## config.mk

```make
export PLATFORM = sky130hd
export DESIGN_NAME = serial_adder
export DESIGN_NICKNAME = d
export VERILOG_FILES = /design/src/rtl/serial_adder.sv
export SDC_FILE = /design/constraint.sdc
export NUM_CORES = 1
export LEC_CHECK = 0
export ABC_AREA = 1
export ABC_CLOCK_PERIOD_IN_PS = 1300
export CORE_MARGIN = 2
export CORE_UTILIZATION = 45
export DETAILED_ROUTE_END_ITERATION = 8
export PLACE_DENSITY = 0.73
export SLEW_MARGIN = 10
export SYNTH_ARGS = -nofsm -noshare
export SYNTH_HDL_FRONTEND = slang
export SYNTH_SLANG_ARGS = --single-unit
```

## constraint.sdc

```tcl
create_clock -name clk -period 1.3 [get_ports clk]
set_clock_uncertainty 0.1 [all_clocks]
set_input_delay 0.195 -clock clk [delete_from_list [all_inputs] [get_ports clk]]
set_output_delay 0.195 -clock clk [all_outputs]
set_load 0.005 [all_outputs]
```

## src/rtl/serial_adder.sv

```systemverilog
// serial_adder: bit-serial adder, one full-adder slice, LSB first, one bit per clock
module serial_adder #(
    parameter int WIDTH = 8
) (
    input  logic             clk,
    input  logic             rst,
    input  logic             start,
    input  logic [WIDTH-1:0] a,
    input  logic [WIDTH-1:0] b,
    input  logic             cin,
    output logic             busy,
    output logic             done,
    output logic [WIDTH-1:0] sum,
    output logic             cout
);
    localparam int CW = $clog2(WIDTH) + 1;

    typedef enum logic [1:0] {IDLE, ADD, DONE} state_t;

    state_t           state_q, state_d;
    logic [WIDTH-1:0] ra_q, ra_d, rb_q, rb_d, rs_q, rs_d, sum_q, sum_d;
    logic [CW-1:0]    cnt_q, cnt_d;
    logic             carry_q, carry_d, cout_q, cout_d;
    logic             s, maj;
    logic [WIDTH-1:0] rs_sh;

    assign busy = state_q == ADD;
    assign done = state_q == DONE;
    assign sum  = sum_q;
    assign cout = cout_q;

    // full-adder slice plus next-state selection; results only move on the last bit
    always_comb begin
        state_d = state_q;
        ra_d    = ra_q;
        rb_d    = rb_q;
        rs_d    = rs_q;
        cnt_d   = cnt_q;
        carry_d = carry_q;
        sum_d   = sum_q;
        cout_d  = cout_q;
        s       = ra_q[0] ^ rb_q[0] ^ carry_q;
        maj     = (ra_q[0] & rb_q[0]) | (ra_q[0] & carry_q) | (rb_q[0] & carry_q);
        rs_sh   = (WIDTH'(s) << (WIDTH - 1)) | (rs_q >> 1);
        case (state_q)
            IDLE: begin
                if (start) begin
                    ra_d    = a;
                    rb_d    = b;
                    rs_d    = '0;
                    carry_d = cin;
                    cnt_d   = '0;
                    state_d = ADD;
                end
            end
            ADD: begin
                carry_d = maj;
                rs_d    = rs_sh;
                ra_d    = ra_q >> 1;
                rb_d    = rb_q >> 1;
                cnt_d   = cnt_q + CW'(1);
                if (cnt_q == CW'(WIDTH - 1)) begin
                    sum_d   = rs_sh;
                    cout_d  = maj;
                    state_d = DONE;
                end
            end
            DONE:    state_d = IDLE;
            default: state_d = IDLE;
        endcase
    end

    // state and datapath registers with synchronous clear
    always_ff @(posedge clk) begin
        if (rst) begin
            state_q <= IDLE;
            ra_q    <= '0;
            rb_q    <= '0;
            rs_q    <= '0;
            cnt_q   <= '0;
            carry_q <= 1'b0;
            sum_q   <= '0;
            cout_q  <= 1'b0;
        end else begin
            state_q <= state_d;
            ra_q    <= ra_d;
            rb_q    <= rb_d;
            rs_q    <= rs_d;
            cnt_q   <= cnt_d;
            carry_q <= carry_d;
            sum_q   <= sum_d;
            cout_q  <= cout_d;
        end
    end
endmodule
```

==> impl_metrics.tcl, run 1 <==
set metrics [dict create \
    cts_tree "built" \
    crit_path_end_kind "flip-flop" \
    ioPinCount 31 \
    violations "negative setup slack" \
    rsz0062_at_grt "yes" \
    ys_seq_elements 39 \
    total_power_mw 2.552 \
    reg2reg_to "sum[7]" \
    core_area_mm2 0.003689 \
    fmax_mhz 762.9 \
    slowest_delay_ns 0.50 \
    grt_usage_pct 20.13 \
    crit_required_ns 1.39 \
    vias 1691 \
    clkLatencyLatePin_ns 0.29 \
    final_cell_mix "nor2_1 (57), nand2_1 (57), dfxtp_1 (31)" \
    start_kind "flip-flop" \
    min_from "sum[7]" \
    hold_buffers 0 \
    drv_cap 0 \
    hold_violations 0 \
    yosysSeqAreaShare_pct 44.70 \
    grt_max_degree 25 \
    clk_pin_slew_ns 0.07 \
    worst_path_max_delay_cell "fa_1" \
    syn2layout_area_growth_pct 41.69 \
    status "complete, but fails checks" \
    max_slew_margin_pct 70.04 \
    setup_viol 1 \
    yosysUniqueCellTypes 19 \
    start_util_pct 47.35 \
    worst-path-buf-inv 0 \
    finalCritPeriodShare_pct 100.8 \
    yosys_warnings 0 \
    die_w_um 66.30 \
    antenna_found_initial 0 \
    nets 324 \
    drc 0 \
    row_count 22 \
    crit_chain "fa_1 -> nand3b_1 -> nand2_1 -> nor2_1" \
    worstPathMaxFanout 2 \
    tightest_slew_ns 0.4488 \
    min_to "sum[7]" \
    avgSynthCellArea_um2 6.823 \
    via_per_inst 4.818 \
    setup_slack_ns -0.01083 \
    dr.pass1.iters 4 \
    io_buffers 30 \
    cpLargestDelayFamily "adder cells" \
    clockRootBuffer "clkbuf_8" \
    hold_class "reg -> reg" \
    drt-wirelength-per-cell_um 11.48 \
    finalWorstPathRequiredPeriod_ns 1.311 \
    numClockSinks 39 \
    drtIter0Drc 78 \
    die_y_um 66.30 \
    numCtsBuffers 5 \
    syn_inst 256 \
    ir_drop_mv 0.6799 \
    r2r.worst_path.cells 4 \
    drt.antenna.violating_nets 0 \
    place_congestion 0.8203 \
    drive_above_1_share_pct 17.82 \
    place_hpwl_um 2571 \
    worstPathArrival_ns 1.40 \
    grt_pass1_wl_um 6713 \
    p_leak_nw 1.075 \
    clock_path_buffers 2 \
    wl_um 4028 \
    fill_cells 336 \
    synth_fp_nets 278 \
    syn_area_mm2 0.001747 \
    gr-total-overflow 0 \
    path_class "reg -> reg" \
    multi_input_area_um2 919.6 \
    r2r_slack_ns -0.01 \
    drv_slew 0 \
    hold_ws_ns 0.3706 \
    power-per-cell-area_mw_per_mm2 1031 \
    r2r_start "carry_q" \
    diodes 0 \
    htreeDepth 2 \
    seqCellArea_um2 795.8 \
    dieArea_mm2 0.004396 \
    grt_pass1_vias 1553 \
    hold_depth 2 \
]
==> synthesized netlist by cell type <==
library cell | n | share of area [%]
fa_1 | 1 | 1.1
nand3_1 | 33 | 9.5
a21oi_1 | 13 | 3.7
nand2_1 | 58 | 12
buf_1 | 1 | 0.21
clkbuf_1 | 3 | 0.64
inv_1 | 20 | 4.3
o21ai_0 | 2 | 0.57
inv_2 | 1 | 0.21
nand2_2 | 3 | 1.1
nor3_1 | 1 | 0.29
nor2_2 | 1 | 0.36
dfxtp_1 | 39 | 45
buf_4 | 1 | 0.43
buf_2 | 8 | 2.3
nor2_4 | 1 | 0.64
nor2_1 | 60 | 13
ha_1 | 1 | 0.72
nand3b_1 | 9 | 3.9
==> power by group <==
group	switching (mW)	internal, mW	total [mW]	leakage (nW)
registers	0.0283	1.24	1.26	0.321
clock network	0.405	0.484	0.889	0.0515
logic	0.202	0.197	0.399	0.702
total	0.635	1.92	2.55	1.07
==> kinds of logic after synthesis <==
logic type	synth area share, %
AO/OA/AOI/OAI	4.298
flip-flops	44.70
AND/OR/NAND/NOR	41.05
adder cells (fa/ha/maj)	1.862
buffers and inverters	8.094
==> worst max path at each step <==
stage,startpoint,to,slack (ns),cells past startpoint
after floorplan,ra_q[0],sum[7],0.06,4
after global placement,start,rb_q[6],-0.15,6
after detailed placement,rst,cnt_q[0],-0.19,4
after CTS,carry_q,sum[7],-0.008,4
after global routing,carry_q,sum[7],-0.09,4
final,carry_q,sum[7],-0.01,4
==> flip-flops by register name, indices dropped and copies added (netlist names) <==
signal and count:
state_q 2, carry_q 1, rb_q 8, cnt_q 4, cout 1, sum 8
rs_q 7, ra_q 8
==> cell type report <==
class	instances	area share, %
multi-input combinational	184	37.16
inverter	21	3.286
sequential	39	32.15
tap	48	2.427
clock buffer	8	4.044
timing repair buffer	51	20.93
==> through the flow <==
step                cells  setup slack [ns]  area [um^2]  util, %  setup TNS, ns
detailed placement    338           -0.1902         2212    59.97         -4.323
CTS                   347         -0.008490         2326    63.06      -0.008490
finish                351          -0.01083         2475    67.10       -0.01083
global route          351          -0.09229         2475    67.10        -0.3129
floorplan             256           0.05742         1749        -              0
global placement      338           -0.1524         2212    59.97         -3.686
==> worst register-to-register path: cells and delay by family (launching register included) <==
kind,cells,cell delay [ns]
adder cells (fa/ha/maj),1,0.50
flip-flops,1,0.33
AND/OR/NAND/NOR,3,0.27
==> repair_timing <==
item	4_1_cts	5_1_grt
pin swaps	2	5
resized for setup	26	28
setup buffers	0	1
hold endpoints to repair	0	0
endpoints found under the setup margin	24	28
cloned	1	3
==> layer usage <==
layer	wire length, um	track usage [%]	up-vias
li1	-	-	893
met1	1796	24.00	744
met2	1955	33.50	46
met3	209	5.281	8
met4	66	9.439	0
met5	0	0	-
Note: power is estimated with default switching activity, not from simulation.
==> run 2, diff against run 1 <==
CORE_MARGIN = 4   (was 2)
==> impl_metrics.tcl, run 2 (synthesis results as in run 1) <==
set metrics [dict create \
    finalCritPeriodShare_pct 98.67 \
    hold_violations 0 \
    grt_usage_pct 15.82 \
    place_congestion 0.7912 \
    postPlaceCellArea_mm2 0.002200 \
    fill_cells 331 \
    r2r_start "ra_q[0]" \
    cts_tree "built" \
    total_power_mw 2.616 \
    crit_required_ns 1.39 \
    drv_cap 0 \
    placed_cells 338 \
    antenna_found_initial 0 \
    die_w_um 70.30 \
    min_from "b[7]" \
    drc 0 \
    grt_pass1_wl_um 6320 \
    path_class "reg -> reg" \
    final_cell_mix "nor2_1 (57), nand2_1 (57), nand3_1 (33)" \
    drt-wirelength-per-cell_um 10.98 \
    ir_drop_mv 0.7391 \
    fin_setup_tns_ns 0 \
    wl_um 3821 \
    row_count 22 \
    drtIter0Drc 122 \
    dieArea_mm2 0.004942 \
    final_core_util_pct 65.08 \
    setup_viol 0 \
    drv_slew 0 \
    drive_above_1_share_pct 15.67 \
    setup_slack_ns 0.01734 \
    grt_pass1_vias 1532 \
    die_y_um 70.30 \
    dp_slack_ns -0.2324 \
    instances_no_fill 348 \
    start_kind "flip-flop" \
    power-per-cell-area_mw_per_mm2 1082 \
    critPathLaunch "ra_q[0]" \
    rsz0062_at_grt "yes" \
    tightest_slew_ns 0.4358 \
    p_leak_nw 1.051 \
    htreeDepth 2 \
    numClockSinks 39 \
    status "complete, no violations" \
    diodes 0 \
    via_per_inst 4.741 \
    crit_path_end_kind "flip-flop" \
    core_area_mm2 0.003716 \
    max_slew_margin_pct 70.92 \
    ioPinCount 31 \
    clk_pin_slew_ns 0.07 \
    finalWorstPathRequiredPeriod_ns 1.283 \
    nets 322 \
    fmax_mhz 779.6 \
    drt.antenna.violating_nets 0 \
    dr.pass1.iters 4 \
    worstPathArrival_ns 1.37 \
    start_util_pct 47.00 \
    hold_class "in -> reg" \
    syn2layout_area_growth_pct 38.47 \
    vias 1650 \
    place_hpwl_um 2624 \
    worstPathMaxFanout 2 \
    numCtsBuffers 5 \
    clkLatencyLatePin_ns 0.29 \
    stdcell_area_mm2 0.002419 \
    gr-total-overflow 0 \
    clockRootBuffer "clkbuf_8" \
    io_buffers 30 \
    hold_ws_ns 0.3687 \
    clock_path_buffers 2 \
    grt_max_degree 25 \
]
run 2: power by group:
group / internal (mW) / switching, mW
logic: 0.194 / 0.196
registers: 1.24 / 0.0256
clock network: 0.562 / 0.403
run 2: layer usage:
layer	vias to the layer above	GRT usage, %	routed length (um)
li1	885	-	-
met1	719	18.25	1718
met2	39	27.86	1846
met3	7	3.597	190
met4	0	6.383	65
met5	-	0	0
run 2: critical path, stage by stage (launching register included):
cell,delay (ns)
dfxtp_2,0.33
fa_1,0.48
nand3b_1,0.17
nand2_1,0.07
nor2_1,0.04
run 2: cell type report:
| cell class | instances | area [um^2] | share of cell area (%) |
|---|---|---|---|
| inverter | 21 | 78.83 | 3.259 |
| multi-input combinational | 183 | 894.6 | 36.99 |
| sequential | 39 | 793.3 | 32.80 |
| clock inverter | 1 | 30.03 | 1.242 |
| timing repair buffer | 50 | 489.2 | 20.23 |
| clock buffer | 6 | 72.57 | 3.001 |
| tap | 48 | 60.06 | 2.483 |
run 2: final timing paths:
| check | slack, ns | depth (start not counted) | to |
|---|---|---|---|
| setup reg to reg | 0.02 | 4 | sum[7] |
| setup / recovery | 0.02 | 4 | sum[7] |
| hold / removal | 0.37 | 3 | rb_q[7] |
| hold reg to reg | 0.38 | 2 | sum[1] |
run 2: timing repair:
| item | CTS | global route |
|---|---|---|
| setup endpoints to repair | 35 | 34 |
| pin swaps | 0 | 1 |
| hold buffers | 0 | 0 |
| gates cloned | 1 | 1 |
| gates resized for setup | 25 | 24 |
| buffers inserted | 1 | 0 |
